===== src/rtl/ntt_pkg.sv =====
// ntt_pkg
// Definitions shared by the NTT output path: the frame geometry used by the
// SDF top and the twiddle ROM, the per-bank state encoding of the reorder
// buffer, and the index bit-reversal helper.
package ntt_pkg;

    localparam int N_POINTS   = 8;
    localparam int ADDR_WIDTH = 3;

    // Widest index the bit-reversal helper handles.
    localparam int BITREV_MAX = 16;

    typedef enum logic [1:0] {
        BANK_EMPTY    = 2'd0,
        BANK_FILLING  = 2'd1,
        BANK_FULL     = 2'd2,
        BANK_DRAINING = 2'd3
    } bank_state_t;

    // Reverses the low addr_width bits of addr; bits above addr_width are zero.
    function automatic logic [BITREV_MAX-1:0] bitrev(
        input logic [BITREV_MAX-1:0] addr,
        input int                    addr_width
    );
        logic [BITREV_MAX-1:0] r;
        r = '0;
        for (int i = 0; i < BITREV_MAX; i++) begin
            if (i < addr_width) begin
                r[i] = addr[addr_width-1-i];
            end
        end
        return r;
    endfunction

endpackage


===== src/rtl/ntt_reorder_bank.sv =====
// ntt_reorder_bank
// One frame of storage for the bit-reversal reorder buffer: a simple
// dual-port register file with one synchronous write port and one
// combinational read port.
//   clk      rising-edge clock
//   wr_en    write strobe
//   wr_addr  write index
//   wr_data  word to store
//   rd_addr  read index
//   rd_data  word at rd_addr (combinational)
module ntt_reorder_bank
    import ntt_pkg::*;
#(
    parameter int data_width = 64,
    parameter int n_points   = N_POINTS,
    parameter int addr_width = ADDR_WIDTH
) (
    input  logic                  clk,
    input  logic                  wr_en,
    input  logic [addr_width-1:0] wr_addr,
    input  logic [data_width-1:0] wr_data,
    input  logic [addr_width-1:0] rd_addr,
    output logic [data_width-1:0] rd_data
);

    // Contents are don't-care after reset; the bank state in the parent
    // decides which words are meaningful.
    logic [data_width-1:0] mem [n_points];

    always_ff @(posedge clk) begin
        if (wr_en) begin
            mem[wr_addr] <= wr_data;
        end
    end

    assign rd_data = mem[rd_addr];

endmodule


===== src/rtl/ntt_bitrev_reorder.sv =====
// ntt_bitrev_reorder
// Collects each frame emitted by the SDF NTT pipeline in bit-reversed index
// order and re-emits it in natural order. Two banks form a ping-pong buffer
// so one frame fills while the previous one drains.
//   clk              rising-edge clock
//   rst_n            asynchronous active-low reset
//   in_data          coefficient from the SDF last stage (bit-reversed order)
//   in_valid         in_data valid
//   in_ready         buffer can accept in_data
//   out_data         coefficient in natural order (registered)
//   out_valid        out_data valid
//   out_ready        sink accepts out_data
//   out_last         final word (index n_points-1) of a frame
//   frame_done_tick  high in the cycle the last word of a frame is accepted
module ntt_bitrev_reorder
    import ntt_pkg::*;
#(
    parameter int data_width = 64,
    parameter int n_points   = N_POINTS,
    parameter int addr_width = ADDR_WIDTH
) (
    input  logic                  clk,
    input  logic                  rst_n,
    input  logic [data_width-1:0] in_data,
    input  logic                  in_valid,
    output logic                  in_ready,
    output logic [data_width-1:0] out_data,
    output logic                  out_valid,
    input  logic                  out_ready,
    output logic                  out_last,
    output logic                  frame_done_tick
);

    localparam logic [addr_width-1:0] LAST_IDX = addr_width'(n_points - 1);

    logic                        wb_reg;
    logic                        rb_reg;
    logic [addr_width-1:0]       wcnt_reg;
    logic [addr_width-1:0]       rcnt_reg;
    bank_state_t [1:0]           bank_state;
    logic [1:0][data_width-1:0]  bank_rd_data;

    logic                        wr_fire;
    logic                        wr_wrap;
    logic                        rd_avail;
    logic                        rd_fire;
    logic                        rd_wrap;
    logic [addr_width-1:0]       rd_addr;

    // Writable only while the write bank holds no complete frame; depends on
    // registered state only, so a freshly drained bank opens the next cycle.
    assign in_ready = (bank_state[wb_reg] == BANK_EMPTY) ||
                      (bank_state[wb_reg] == BANK_FILLING);
    assign wr_fire  = in_valid && in_ready;
    assign wr_wrap  = wr_fire && (wcnt_reg == LAST_IDX);

    // Issue into the output register when it is empty or being consumed.
    assign rd_avail = (bank_state[rb_reg] == BANK_FULL) ||
                      (bank_state[rb_reg] == BANK_DRAINING);
    assign rd_fire  = rd_avail && (!out_valid || out_ready);
    assign rd_wrap  = rd_fire && (rcnt_reg == LAST_IDX);

    // Word k of the natural-order output sits at position bitrev(k) of the
    // captured (bit-reversed) frame.
    assign rd_addr  = addr_width'(bitrev(BITREV_MAX'(rcnt_reg), addr_width));

    for (genvar gi = 0; gi < 2; gi++) begin : g_bank
        bank_state_t state_reg;
        bank_state_t state_next;
        logic        wr_sel;
        logic        rd_sel;

        assign wr_sel = wr_fire && (wb_reg == 1'(gi));
        assign rd_sel = rd_fire && (rb_reg == 1'(gi));

        // Writes only hit EMPTY/FILLING banks and reads only FULL/DRAINING
        // banks, so wr_sel and rd_sel are never both set for one bank.
        always_comb begin
            state_next = state_reg;
            if (wr_sel) begin
                state_next = (wcnt_reg == LAST_IDX) ? BANK_FULL : BANK_FILLING;
            end else if (rd_sel) begin
                state_next = (rcnt_reg == LAST_IDX) ? BANK_EMPTY : BANK_DRAINING;
            end
        end

        always_ff @(posedge clk or negedge rst_n) begin
            if (!rst_n) begin
                state_reg <= BANK_EMPTY;
            end else begin
                state_reg <= state_next;
            end
        end

        assign bank_state[gi] = state_reg;

        ntt_reorder_bank #(
            .data_width (data_width),
            .n_points   (n_points),
            .addr_width (addr_width)
        ) u_bank (
            .clk     (clk),
            .wr_en   (wr_sel),
            .wr_addr (wcnt_reg),
            .wr_data (in_data),
            .rd_addr (rd_addr),
            .rd_data (bank_rd_data[gi])
        );
    end

    always_ff @(posedge clk or negedge rst_n) begin
        if (!rst_n) begin
            wb_reg    <= 1'b0;
            rb_reg    <= 1'b0;
            wcnt_reg  <= '0;
            rcnt_reg  <= '0;
            out_valid <= 1'b0;
            out_last  <= 1'b0;
            out_data  <= '0;
        end else begin
            if (wr_fire) begin
                wcnt_reg <= wcnt_reg + 1'b1;
                if (wr_wrap) begin
                    wb_reg <= ~wb_reg;
                end
            end
            if (rd_fire) begin
                rcnt_reg <= rcnt_reg + 1'b1;
                if (rd_wrap) begin
                    rb_reg <= ~rb_reg;
                end
            end
            if (rd_fire) begin
                out_valid <= 1'b1;
                out_data  <= bank_rd_data[rb_reg];
                out_last  <= rd_wrap;
            end else if (out_ready) begin
                out_valid <= 1'b0;
                out_last  <= 1'b0;
            end
        end
    end

    assign frame_done_tick = out_valid && out_ready && out_last;

endmodule


===== config.mk =====
export PLATFORM = sky130hd
export DESIGN_NAME = ntt_bitrev_reorder
export DESIGN_NICKNAME = d
export VERILOG_FILES = /design/src/rtl/ntt_pkg.sv /design/src/rtl/ntt_reorder_bank.sv /design/src/rtl/ntt_bitrev_reorder.sv
export SDC_FILE = /design/constraint.sdc
export NUM_CORES = 1
export LEC_CHECK = 0
export CORE_MARGIN = 5
export CORE_UTILIZATION = 45
export DETAILED_ROUTE_END_ITERATION = 12
export SLEW_MARGIN = 10
export SYNTH_ARGS = -nofsm -noshare
export SYNTH_HDL_FRONTEND = slang
export SYNTH_HIERARCHICAL = 1
export SYNTH_SLANG_ARGS = --single-unit

===== constraint.sdc =====
create_clock -name clk -period 9 [get_ports clk]
set_clock_uncertainty 0.15 [all_clocks]
set_input_delay 2.7 -clock clk [delete_from_list [all_inputs] [get_ports clk]]
set_output_delay 2.7 -clock clk [all_outputs]
set_load 0.02 [all_outputs]

==> results of run 1 <==
## per-stage QoR
stage	hold slack (ns)	util	area (µm²)
floorplan	0.327	-	42000
global placement	0.337	0.480	44600
detailed placement	0.360	0.480	44600
CTS	0.374	0.519	48200
global route	0.392	0.519	48200
finish	0.373	0.519	48200
## critical path: stages
cell	delay [ns]
clkdlybuf4s50_1	0.50
and3_1	0.16
clkdlybuf4s50_1	0.60
## cell type report
cell class              count  area share
repair buffers            167      0.0337
well taps                1254      0.0326
multi-input cells         571       0.182
clock buffers             157      0.0637
flip-flops and latches   1100       0.678
clock inverters            52      0.0101
diodes                      3    0.000156
## cells in the final DEF, fill, tap and decap left out, types with 2 or more instances in the layout
cell type | synthesis | final
a221o_1 | 64 | 64
a22o_1 | 2 | 2
and2_4 | 2 | 2
and3_1 | 65 | 65
buf_12 | 0 | 3
buf_4 | 8 | 30
bufinv_16 | 0 | 7
clkbuf_1 | 30 | 35
clkbuf_16 | 0 | 112
clkbuf_8 | 0 | 10
clkdlybuf4s50_1 | 0 | 134
clkinv_1 | 0 | 22
clkinv_16 | 0 | 2
clkinv_2 | 0 | 17
clkinv_8 | 0 | 2
dfrtp_1 | 76 | 73
dfrtp_4 | 0 | 3
diode_2 | 0 | 3
edfxtp_1 | 1024 | 1024
ha_1 | 5 | 5
mux2_2 | 133 | 133
mux4_2 | 256 | 256
nand2_1 | 7 | 7
nand2b_1 | 6 | 6
nand3_1 | 2 | 2
nor2_4 | 0 | 12
nor3_2 | 0 | 4
xnor2_1 | 2 | 2
## routing by layer
layer / GRT usage / wire, µm / up-vias / part of all wire
met1: 0.256 / 38600 / 10300 / 0.43
met2: 0.301 / 44700 / 481 / 0.50
li1: - / - / 7957 / -
met4: 0.0399 / 1600 / 0 / 0.018
met5: 0 / 0 / - / 0
met3: 0.0329 / 4750 / 110 / 0.053
## how the worst min path moves through the flow
stage | from | end | cells after the start
2_1_floorplan | rb_reg | rb_reg | 1
3_3_place_gp | rb_reg | rb_reg | 1
3_5_place_dp | out_data[50] | out_data[50] | 1
4_1_cts | out_data[50] | out_data[50] | 1
5_1_grt | out_data[32] | out_data[32] | 1
6_report | out_data[50] | out_data[50] | 1
## power by group through the flow
stage / Combinational (µW) / Sequential (µW) / Clock (µW)
final: 4040 / 6540 / 4450
after global routing: 4330 / 6600 / 4760
after global placement: 4060 / 6640 / 0
after detailed placement: 4100 / 6660 / 0
after floorplan: 2940 / 6560 / 0
after CTS: 4120 / 6560 / 4550
## logic make-up (layout without fill, tap and decap cells)
logic type	after synthesis	in the layout
AOI/OAI and AO/OA	70	70
xor gates and xnor gates	2	2
adders and majority gates	5	5
buffers and inverters	98	376
DFF	1100	1100
muxes	390	390
other	0	3
and+or+nand+nor	104	104
==> results by group, run 1 <==
Run status
  • Status: completed

Timing
  • Min cycle time layout: 6.81 ns
  • Final Max Tran Viols: 0
  • RSZ-0062 raised after global routing: no
  • Setup TNS: 0 ns
  • Final period utilization: 0.756
  • Final worst slack: 2.19 ns
  • Headroom to the max-slew limit: 0.238
  • F_max: around 150 MHz
  • Final Setup Violations: 0
  • Hold Fails Final Rpt: 0
  • Slew @ Worst Pin: 1.14 ns

Placed design
  • Placed cells: 3,092
  • Final HPWL DP: 45.8 mm
  • Dpl ws: ~2.2 ns
  • PortBufs: 135
  • GPL Wtd Cong: 0.701

Cells and area
  • Syn-to-layout area delta: 14.9%
  • Largest register FFs: ~1,000
  • Area of the multi-input gates: a little under 9000 µm²
  • Top Registers: g_bank.u_bank/mem: 1024 flops, out_data: 64 flops
  • Reg with most FFs: g_bank.u_bank/mem
  • Seq. cell area: 32,700 µm²
  • Filler cells: 7,144
  • Layout cells sized above 1: 0.293
  • Final nets: 2,023
  • Non-Filler Instances: 3,304

Run
  • Max-cap viol count: 0

Global route
  • Vias in the first global route: between 20,000 and 25,000
  • First-pass GRT wire length: 134 mm
  • Pin count of the biggest net entering global routing: 85
  • Tot GR Track Use: 0.181
  • Total grt overflow: 0
  • Initial antenna violation count: 5

Power
  • Pwr Total: 15,000 µW
  • Sequential share of power: 0.436
  • Leakage: around 0.015 µW
  • Combinational share of power: 0.269
  • Max VDD drop: 198 µV
  • Sw Ratio: 0.283
  • P_int: approximately 11,000 µW
  • Clock network power share: 0.296
  • PD cells: roughly 310 nW/µm²
  • NetSw: 4250 µW

Setup path
  • Setup crit start kind: primary input
  • Crit path DAT: around 4.0 ns
  • Worst setup path endpoint: frame_done_tick
  • Worst reg2reg endpoint: out_data[60]
  • Worst R2R Path Depth: 6
  • Setup crit end kind: output port
  • Kind of critical path: primary input to output port
  • Crit Path Max Fanout: 3
  • Critical Path Source: out_ready
  • Reg-to-reg startpoint: rcnt_reg[2]
  • R2R Setup Slk: slightly below 5 ns
  • WP data required: a little over 6 ns

Route
  • Post-DRT Antenna Nets: 0
  • Routed vias: about 19,000
  • Final WL: 89.7 mm
  • TritonRoute pass-1 iters: 5
  • DR iter-0 viols: ~1,500
  • Drc violations: 0
  • Vias/cell: about 5.7
  • Routed len/inst: about 27 µm

Synthesis
  • Mux cell area share after synthesis: 0.173
  • Number of synthesized flops with an enable pin: 1,024
  • Synth Flop Type: edfxtp_1
  • Most numerous cell in the Yosys netlist: edfxtp_1
  • Flop and latch count out of synthesis: about 1,100
  • Post-Syn Nets: 1,842
  • Synth cell types: 30
  • Ys Warns: 6
  • Post-synthesis adder-cell area fraction: 0.00149
  • Cell area after synthesis: around 42,000 µm²
  • Post-synth ARST share: 0.0691
  • Top cell type's share of synthesized area: 0.733
  • Largest family of logic cells by synthesized area: multiplexers
  • Syn avg cell area: 23.7 µm²
  • Synth area leader: edfxtp_1
  • Synth Instances: approximately 1,800
  • Commonest cells in the netlist: edfxtp_1, mux4_2, mux2_2
  • Compound-gate portion of the synthesized area: 0.0164
  • Area contributors post-synth: edfxtp_1, mux4_2, dfrtp_1, mux2_2, a221o_1
  • Sequential area share after synthesis: 0.778
  • Synth Area in XOR/XNOR: 0.000418
  • Simple-Gate Fraction of Synth Area: 0.0146

Floorplanning
  • Die area: ~100,000 µm²
  • Initial Utilization: 0.452
  • I/O pin count: 136
  • # rows: 112
  • Width of the die: between 300 and 400 µm
  • Die Y-Extent: 315 µm
  • Total core area: 92,900 µm²

Clock network
  • Worst-Skew Late Latency: 0.67 ns
  • CTS Root Cell: clkbuf_16
  • CTS tree: done
  • Longest Clk Path Bufs: 3
  • Cts repair resizes: 0
  • Htree depth: 3
  • Setup Buffers After CTS: 0
  • Clk sinks: 1,100
  • # hold bufs at CTS: 0
  • Number of buffers created by CTS: 110
  • CTS clk-pin slew, worst paths: around 0.06 ns

Min path
  • Worst hold path class: flop to flop
No activity file was read; power rests on OpenSTA's default activity.
==> inputs of run 2 (changes only) <==
==> constraint.sdc (replaced) <==
create_clock -name clk -period 6.8 [get_ports clk]
set_clock_uncertainty 0.15 [all_clocks]
set_input_delay 2.04 -clock clk [delete_from_list [all_inputs] [get_ports clk]]
set_output_delay 2.04 -clock clk [all_outputs]
set_load 0.02 [all_outputs]
==> run 2 against run 1 <==
  * Non-clock buffer count fell by 1
  * Clock power rose by 32%
  * Sequential cell count did not move
  * Sequential share of layout area fell by 0.24 points
  * First-iteration DRC count rose by 34%
  * Global-route usage fell by 0.12 points
  * Register-to-register slack got worse by 1.4 ns
  * Critical endpoint unchanged
  * Largest power group unchanged
==> results by group, run 2 (synthesis gave the netlist of run 1 again) <==
Floorplanning
  • I/O pin count: 136
  • Die Y-Extent: 315 µm
  • Initial Utilization: 0.452
  • Width of the die: 315 µm
  • # rows: 112
  • Die area: 99,400 µm²
  • Total core area: 92,900 µm²

Clock network
  • CTS Root Cell: clkbuf_16
  • CTS tree: done
  • CTS clk-pin slew, worst paths: 0.06 ns
  • Cts repair resizes: 0
  • Longest Clk Path Bufs: 3
  • Number of buffers created by CTS: 109
  • Worst-Skew Late Latency: ~0.69 ns
  • Setup Buffers After CTS: 0
  • Clk sinks: 1,100
  • # hold bufs at CTS: 0
  • Htree depth: 3

Setup path
  • Crit-path cells: clkdlybuf4s50_1 > and3_1 > clkdlybuf4s50_1
  • Crit path DAT: approximately 3.3 ns
  • Critical Path Source: out_ready
  • Crit Path Max Fanout: 3
  • Reg-to-reg startpoint: rcnt_reg[2]
  • Setup crit start kind: primary input
  • Largest delay share family, worst path: buffers and inverters
  • Slowest cell on crit path: clkdlybuf4s50_1
  • Crit path largest cell delay: around 0.61 ns
  • WP data required: between 4 and 5 ns
  • Buf/Inv on CP: 2
  • Kind of critical path: primary input to output port
  • Most frequent CP cell: clkdlybuf4s50_1
  • Setup crit end kind: output port

Global route
  • Pin count of the biggest net entering global routing: 100
  • First-pass GRT wire length: 133 mm
  • Tot GR Track Use: 0.180
  • Total grt overflow: 0
  • Vias in the first global route: 20,300
  • Initial antenna violation count: 3

Route
  • Final WL: approximately 89 mm
  • Drc violations: 0
  • DR iter-0 viols: 2,010
  • Routed vias: about 19,000
  • Routed len/inst: 26.9 µm
  • TritonRoute pass-1 iters: 5
  • Vias/cell: ~5.7
  • Post-DRT Antenna Nets: 0

Cells and area
  • Reg with most FFs: g_bank.u_bank/mem
  • Syn-to-layout area delta: 15.3%
  • Largest register FFs: 1,024
  • Commonest cells after routing, fill and taps aside: edfxtp_1, mux4_2, clkdlybuf4s50_1
  • Commonest non-fill, non-tap cell in the layout: edfxtp_1
  • Final nets: 2,021
  • Top Registers: g_bank.u_bank/mem: 1024 flops, out_data: 64 flops
  • Layout cells sized above 1: 0.294

Timing
  • Slew @ Worst Pin: 1.17 ns
  • RSZ-0062 raised after global routing: no
  • Final Max Tran Viols: 0
  • Hold Fails Final Rpt: 0
  • Final Setup Violations: 0
  • Setup TNS: 0 ns
  • F_max: about 180 MHz
  • Headroom to the max-slew limit: 0.218
  • Min cycle time layout: around 5.5 ns
  • Final period utilization: 0.812
  • Final worst slack: 1.28 ns

Power
  • Clock network power share: 0.296
  • NetSw: 5590 µW
  • Sw Ratio: 0.281
  • Leakage: 0.0155 µW
  • Max VDD drop: around 250 µV
  • P_int: 14,300 µW
  • PD cells: 411 nW/µm²
  • Sequential share of power: 0.434
  • Combinational share of power: 0.270

Placed design
  • PortBufs: 135
  • Dpl ws: 1.26 ns
  • Final HPWL DP: between 40 and 50 mm
  • GPL Wtd Cong: 0.722

Min path
  • Worst hold path class: flop to flop
  • Hold Startpoint: rb_reg

Run
  • Max-cap viol count: 0

Run status
  • Status: completed
-- run 2: changes by cell type in the layout (fill, tap and decap cells not counted), sizes merged --
cell,before,now
clkinv,43,35
diode,3,2
buf,33,32
clkbuf,157,160
inv,1,3
-- run 2: final timing paths --
kind / cells after the start / end / slack [ns]
worst max-delay path: 3 / frame_done_tick / 1.28
worst max register to register: 5 / out_data[29] / 3.48
worst min register to register: 1 / rb_reg / 0.37
max in group asynchronous: 2 / rcnt_reg[1] / 4.13
min in group asynchronous: 1 / out_data[0] / 1.36
worst min-delay path: 1 / rb_reg / 0.37
-- run 2: area by class of cell --
| cell class | count | area [µm²] |
|---|---|---|
| fillers | 7136 | 44500 |
| flip-flops and latches | 1100 | 32700 |
| multi-input cells | 571 | 8800 |
| clock buffers | 160 | 3070 |
| repair buffers | 166 | 1790 |
| well taps | 1254 | 1570 |
| clock inverters | 46 | 467 |
| diodes | 2 | 5.00 |
-- run 2: layer usage --
layer | routed length, µm | part of all wire | vias up | global-route usage
li1 | - | - | 7958 | -
met1 | 38200 | 0.43 | 10200 | 0.255
met2 | 44300 | 0.50 | 488 | 0.296
met3 | 4950 | 0.056 | 103 | 0.0364
met4 | 1260 | 0.014 | 2 | 0.0387
met5 | 15 | 0.00017 | - | 0
-- run 2: metrics by stage --
step	hold WS (ns)	total power, µW	std cells	area (µm²)	utilization
finish	0.372	19900	3299	48400	0.521
detailed placement	0.355	14300	3091	44800	0.482
global placement	0.339	14200	3091	44800	0.482
floorplan	0.327	12600	1769	42000	-
CTS	0.368	20200	3297	48400	0.521
global route	0.390	20800	3298	48400	0.521
-- run 2: power groups by stage --
stage	combinational, µW	sequential (µW)	clock, µW
final	5360	8630	5880
after global routing	5770	8710	6330
after CTS	5490	8650	6010
after detailed placement	5480	8790	0
after global placement	5430	8760	0
after floorplan	3890	8680	0
==> inputs of run 3 (changes only) <==
==> constraint.sdc (replaced) <==
create_clock -name clk -period 5.65 [get_ports clk]
set_clock_uncertainty 0.15 [all_clocks]
set_input_delay 1.695 -clock clk [delete_from_list [all_inputs] [get_ports clk]]
set_output_delay 1.695 -clock clk [all_outputs]
set_load 0.02 [all_outputs]
==> run 3 against run 2 <==
  * Non-clock buffer count grew 17
  * Critical endpoint unchanged
  * Die area is the same
  * Via count grew 0.67%
  * Core utilization grew 0.46 points
==> results by group, run 3 (synthesis gave the netlist of run 1 again) <==
Run status
  • Status: completed

Timing
  • Hold Fails Final Rpt: 0
  • Slew @ Worst Pin: around 1.1 ns
  • Final Setup Violations: 0
  • Headroom to the max-slew limit: 0.288
  • F_max: 206 MHz
  • Final Max Tran Viols: 0
  • Setup TNS: 0 ns
  • Final period utilization: 0.859
  • Min cycle time layout: 4.85 ns
  • Final worst slack: 0.799 ns
  • RSZ-0062 raised after global routing: no

Route
  • TritonRoute pass-1 iters: 5
  • Routed vias: 18,900
  • Vias/cell: approximately 5.7
  • DR iter-0 viols: between 1,500 and 2,000
  • Final WL: 89.4 mm
  • Drc violations: 0
  • Post-DRT Antenna Nets: 0
  • Routed len/inst: 26.9 µm

Power
  • NetSw: 6860 µW
  • Combinational share of power: 0.274
  • P_int: 17,500 µW
  • Max VDD drop: around 370 µV
  • Sequential share of power: 0.423
  • PD cells: 499 nW/µm²
  • Clock network power share: 0.303
  • Leakage: 0.0157 µW
  • Sw Ratio: 0.281

Placed design
  • Final HPWL DP: 48.6 mm
  • PortBufs: about 140
  • Dpl ws: about 0.80 ns
  • GPL Wtd Cong: 0.715

Clock network
  • Worst-Skew Late Latency: 0.69 ns
  • CTS clk-pin slew, worst paths: 0.06 ns
  • Clk sinks: 1,100
  • Number of buffers created by CTS: 110
  • CTS tree: done
  • # hold bufs at CTS: 0
  • Longest Clk Path Bufs: 3
  • Cts repair resizes: 0
  • Htree depth: 3
  • Setup Buffers After CTS: 0
  • CTS Root Cell: clkbuf_16

Cells and area
  • Top Registers: g_bank.u_bank/mem: 1024 flops, out_data: 64 flops
  • Layout cells sized above 1: 0.309
  • Commonest cells after routing, fill and taps aside: edfxtp_1, mux4_2, clkdlybuf4s50_1
  • Commonest non-fill, non-tap cell in the layout: edfxtp_1
  • Reg with most FFs: g_bank.u_bank/mem
  • Largest register FFs: 1,024
  • Area of the multi-input gates: 8800 µm²
  • Filler cells: 7,079
  • Seq. cell area: 32,700 µm²
  • Syn-to-layout area delta: 16.3%
  • Final nets: slightly above 2,000

Floorplanning
  • Initial Utilization: 0.452
  • I/O pin count: 136
  • # rows: 112
  • Die Y-Extent: 315 µm
  • Total core area: 92,900 µm²
  • Width of the die: 315 µm
  • Die area: about 100,000 µm²

Global route
  • Total grt overflow: 0
  • Vias in the first global route: 20,200
  • Tot GR Track Use: 0.181
  • Pin count of the biggest net entering global routing: 104
  • Initial antenna violation count: 4
  • First-pass GRT wire length: approximately 130 mm

Setup path
  • Setup crit end kind: output port
  • Reg-to-reg startpoint: rcnt_reg[2]
  • Crit path DAT: between 3 and 4 ns
  • Crit Path Max Fanout: 3
  • Setup crit start kind: primary input
  • Kind of critical path: primary input to output port
  • WP data required: 3.81 ns
  • R2R Setup Slk: approximately 2.4 ns
  • Worst reg2reg endpoint: out_data[32]
  • Worst R2R Path Depth: 5

Run
  • Max-cap viol count: 0

Min path
  • Hold endpoint: out_data[60]
  • Hold Startpoint: out_data[60]
  • Worst hold path class: flop to flop
  • Cell count of the worst hold path: 1
[run 3: cell count changes in the layout (fill, tap and decap cells not counted), sizes merged]
| cell | change |
|---|---|
| buf | +17 |
| bufinv | +6 |
| clkbuf | -15 |
| clkinv | +8 |
| clkinvlp | +4 |
[run 3: final cells by class]
cell class                 count  area share
clock buffer                 145      0.0620
multi-input combinational    571       0.180
timing repair buffer         183      0.0414
antenna                        2    0.000103
sequential                  1100       0.669
tap                         1254      0.0322
clock inverter                64      0.0146
[run 3: critical path: stages]
cell	delay (ns)
clkdlybuf4s50_1	0.52
and3_1	0.18
clkdlybuf4s50_1	0.61
[run 3: metrics by stage]
stage          area, µm²  utilization  hold WS [ns]  power [µW]  std cells
2_1_floorplan      42000            -         0.327       15100       1769
3_3_place_gp       45100        0.485         0.336       17200       3108
3_5_place_dp       45100        0.485         0.354       17300       3108
4_1_cts            48800        0.525         0.362       24700       3317
5_1_grt            48800        0.525         0.384       25400       3319
6_report           48800        0.525         0.365       24400       3319
[run 3: power by group through the flow]
stage | combinational (µW) | clock [µW] | sequential, µW
finish | 6680 | 7390 | 10300
detailed placement | 6790 | 0 | 10500
global placement | 6720 | 0 | 10400
floorplan | 4680 | 0 | 10400
CTS | 6820 | 7560 | 10300
global route | 7140 | 7900 | 10400
[run 3: how the worst max path moves through the flow]
| stage | start | end | cells past startpoint |
|---|---|---|---|
| 2_1_floorplan | in_valid | g_bank[0].u_bank/mem[1][0] | 3 |
| 3_3_place_gp | out_ready | frame_done_tick | 3 |
| 3_5_place_dp | out_ready | frame_done_tick | 3 |
| 4_1_cts | out_ready | frame_done_tick | 3 |
| 5_1_grt | out_ready | frame_done_tick | 3 |
| 6_report | out_ready | frame_done_tick | 3 |
[run 3: layer usage]
| layer | GRT usage | vias to the layer above | routed length [µm] |
|---|---|---|---|
| met5 | 0.0121 | - | 144 |
| met4 | 0.0467 | 4 | 1590 |
| met3 | 0.0342 | 100 | 5410 |
| met2 | 0.291 | 568 | 43700 |
| met1 | 0.258 | 10200 | 38600 |
| li1 | - | 8000 | - |
==> RTL change, RTL diff (flow settings as in run 1) <==
`data_width` is set to 64 in 2 places; all go to 32.
--- a/src/rtl/ntt_reorder_bank.sv
+++ b/src/rtl/ntt_reorder_bank.sv
@@ -12,5 +12,5 @@
     import ntt_pkg::*;
 #(
-    parameter int data_width = 64,
+    parameter int data_width = 32,
     parameter int n_points   = N_POINTS,
     parameter int addr_width = ADDR_WIDTH
--- a/src/rtl/ntt_bitrev_reorder.sv
+++ b/src/rtl/ntt_bitrev_reorder.sv
@@ -16,5 +16,5 @@
     import ntt_pkg::*;
 #(
-    parameter int data_width = 64,
+    parameter int data_width = 32,
     parameter int n_points   = N_POINTS,
     parameter int addr_width = ADDR_WIDTH
Ports: changed (resized in_data and out_data); port bits go from 136 to 72. No check against the original RTL was run, so the function may have changed too.
==> RTL change against run 1 <==
Setup slack improved by 0.0036 ns; routed wire length is 48% lower; via count down 48%; synthesized area decreased by 48%; utilization increased by 0.41 points; power fell by 49%; count of clock-buffer cells in the layout down 72; sequential cell count decreased by 544; largest power group unchanged; highest routed layer unchanged; final area down 48%.
==> RTL change: results <==
[min_path]
hold_path_startpoint = out_data[29]
hold_end = out_data[29]

[synth]
synth_area_leaders = edfxtp_1, mux4_1, dfrtp_1, mux4_2, mux2_2
synthTopCellsByCount = edfxtp_1, mux4_1, mux2_2, mux4_2, dfrtp_1
synth_top_flop_cell = edfxtp_1
async_reset_ff_share_pct = 7.91
synth_warnings = 6
synthDistinctLibCells = 32
synth_fp_nets = 963
synth-edff-count = 512
synth_sequential_area_ratio_pct = 76.0

[grt]
grt_max_degree = 88
antenna_found_initial = 0
grt_pass1_vias = 10200
grt_pass1_wl_mm = 67.9
grt.total_usage_pct = 17.4

[sta]
relSlewSlack_pct = 22.1
fin_hold_ws_ns = 0.369

[power_and_ir_drop]
peakVddDrop_v = 0.000216
p_leak_uw = 0.00832

[worst_setup_path]
reg2reg_slack_ns = 5.50
worstReg2RegEnd = out_data[22]
cp_slowest_stage_delay_ns = 0.60
cp.depth = 3
r2r-start = rcnt_reg[0]
arrival_ns = 3.95
r2r_cells = 5

[layout]
nFillCells = 3647
layout-drive-gt1-share_pct = 23.6
reg.largest.list = g_bank.u_bank/mem (512), out_data (32)
num_antenna_cells = 0
fin_nets = 1063

[drt]
routedWlPerCell_um = 27.5
drt-initial-drc-count = 711
routed_via_density = 5.83

[run_status]
status = finished clean

[placed_design]
placed_area_um2 = 23100
gp_congestion = 0.712
hpwlAfterDp_mm = 23.6
portBuffers = 71

[clock_tree]
htreeDepth = 2
numCtsBuffers = 55
worstSkewPairLatency_ns = 0.60
[RTL change: cell types whose count changed after synthesis, moves of 21 or more]
cell             run 1  this run
and3_1              65        30
clkbuf_1            30         9
mux4_2             256        48
mux4_1               0        80
mux2_2             133        69
edfxtp_1          1024       512
dfrtp_1             76        44
a221o_1             64        32
[RTL change: layout make-up]
| type | instances | area share [%] |
|---|---|---|
| Multi-Input combinational cell | 315 | 19.9 |
| Timing Repair Buffer | 94 | 3.57 |
| Clock inverter | 19 | 0.947 |
| Tap cell | 615 | 3.08 |
| Sequential cell | 556 | 66.0 |
| Clock buffer | 85 | 6.49 |
[RTL change: report_power, final]
| group | switching [µW] | leakage (µW) | internal [µW] |
|---|---|---|---|
| Sequential | 245 | 0.00515 | 3100 |
| Clock | 935 | 0.000907 | 1380 |
| Combinational | 993 | 0.00226 | 1050 |
[RTL change: metal layers]
layer / global-route usage, % / wire, µm
met1: 25.0 / 21000
met2: 28.1 / 22200
met3: 2.72 / 1960
met4: 4.87 / 985
met5: 0 / 0
[RTL change: logic make-up (layout without fill, tap and decap cells)]
group | after synthesis | after routing | share of synthesized area, %
multiplexers | 198 | 198 | 18.3
XOR/XNOR | 2 | 2 | 0.0808
buffers and inverters | 51 | 198 | 1.68
AND/OR/NAND/NOR | 72 | 72 | 1.92
AO/OA/AOI/OAI | 38 | 38 | 1.74
flip-flops | 556 | 556 | 76.0
adder cells (fa/ha/maj) | 5 | 5 | 0.289
[RTL change: metrics by stage]
step	utilization (%)	total power [µW]	std cells	setup WS (ns)
after global placement	48.4	5450	1580	2.17
final	52.3	7710	1684	2.20
after detailed placement	48.4	5460	1580	2.19
after floorplan	-	4790	922	3.05
after CTS	52.3	7810	1684	2.19
after global routing	52.3	8030	1684	2.15
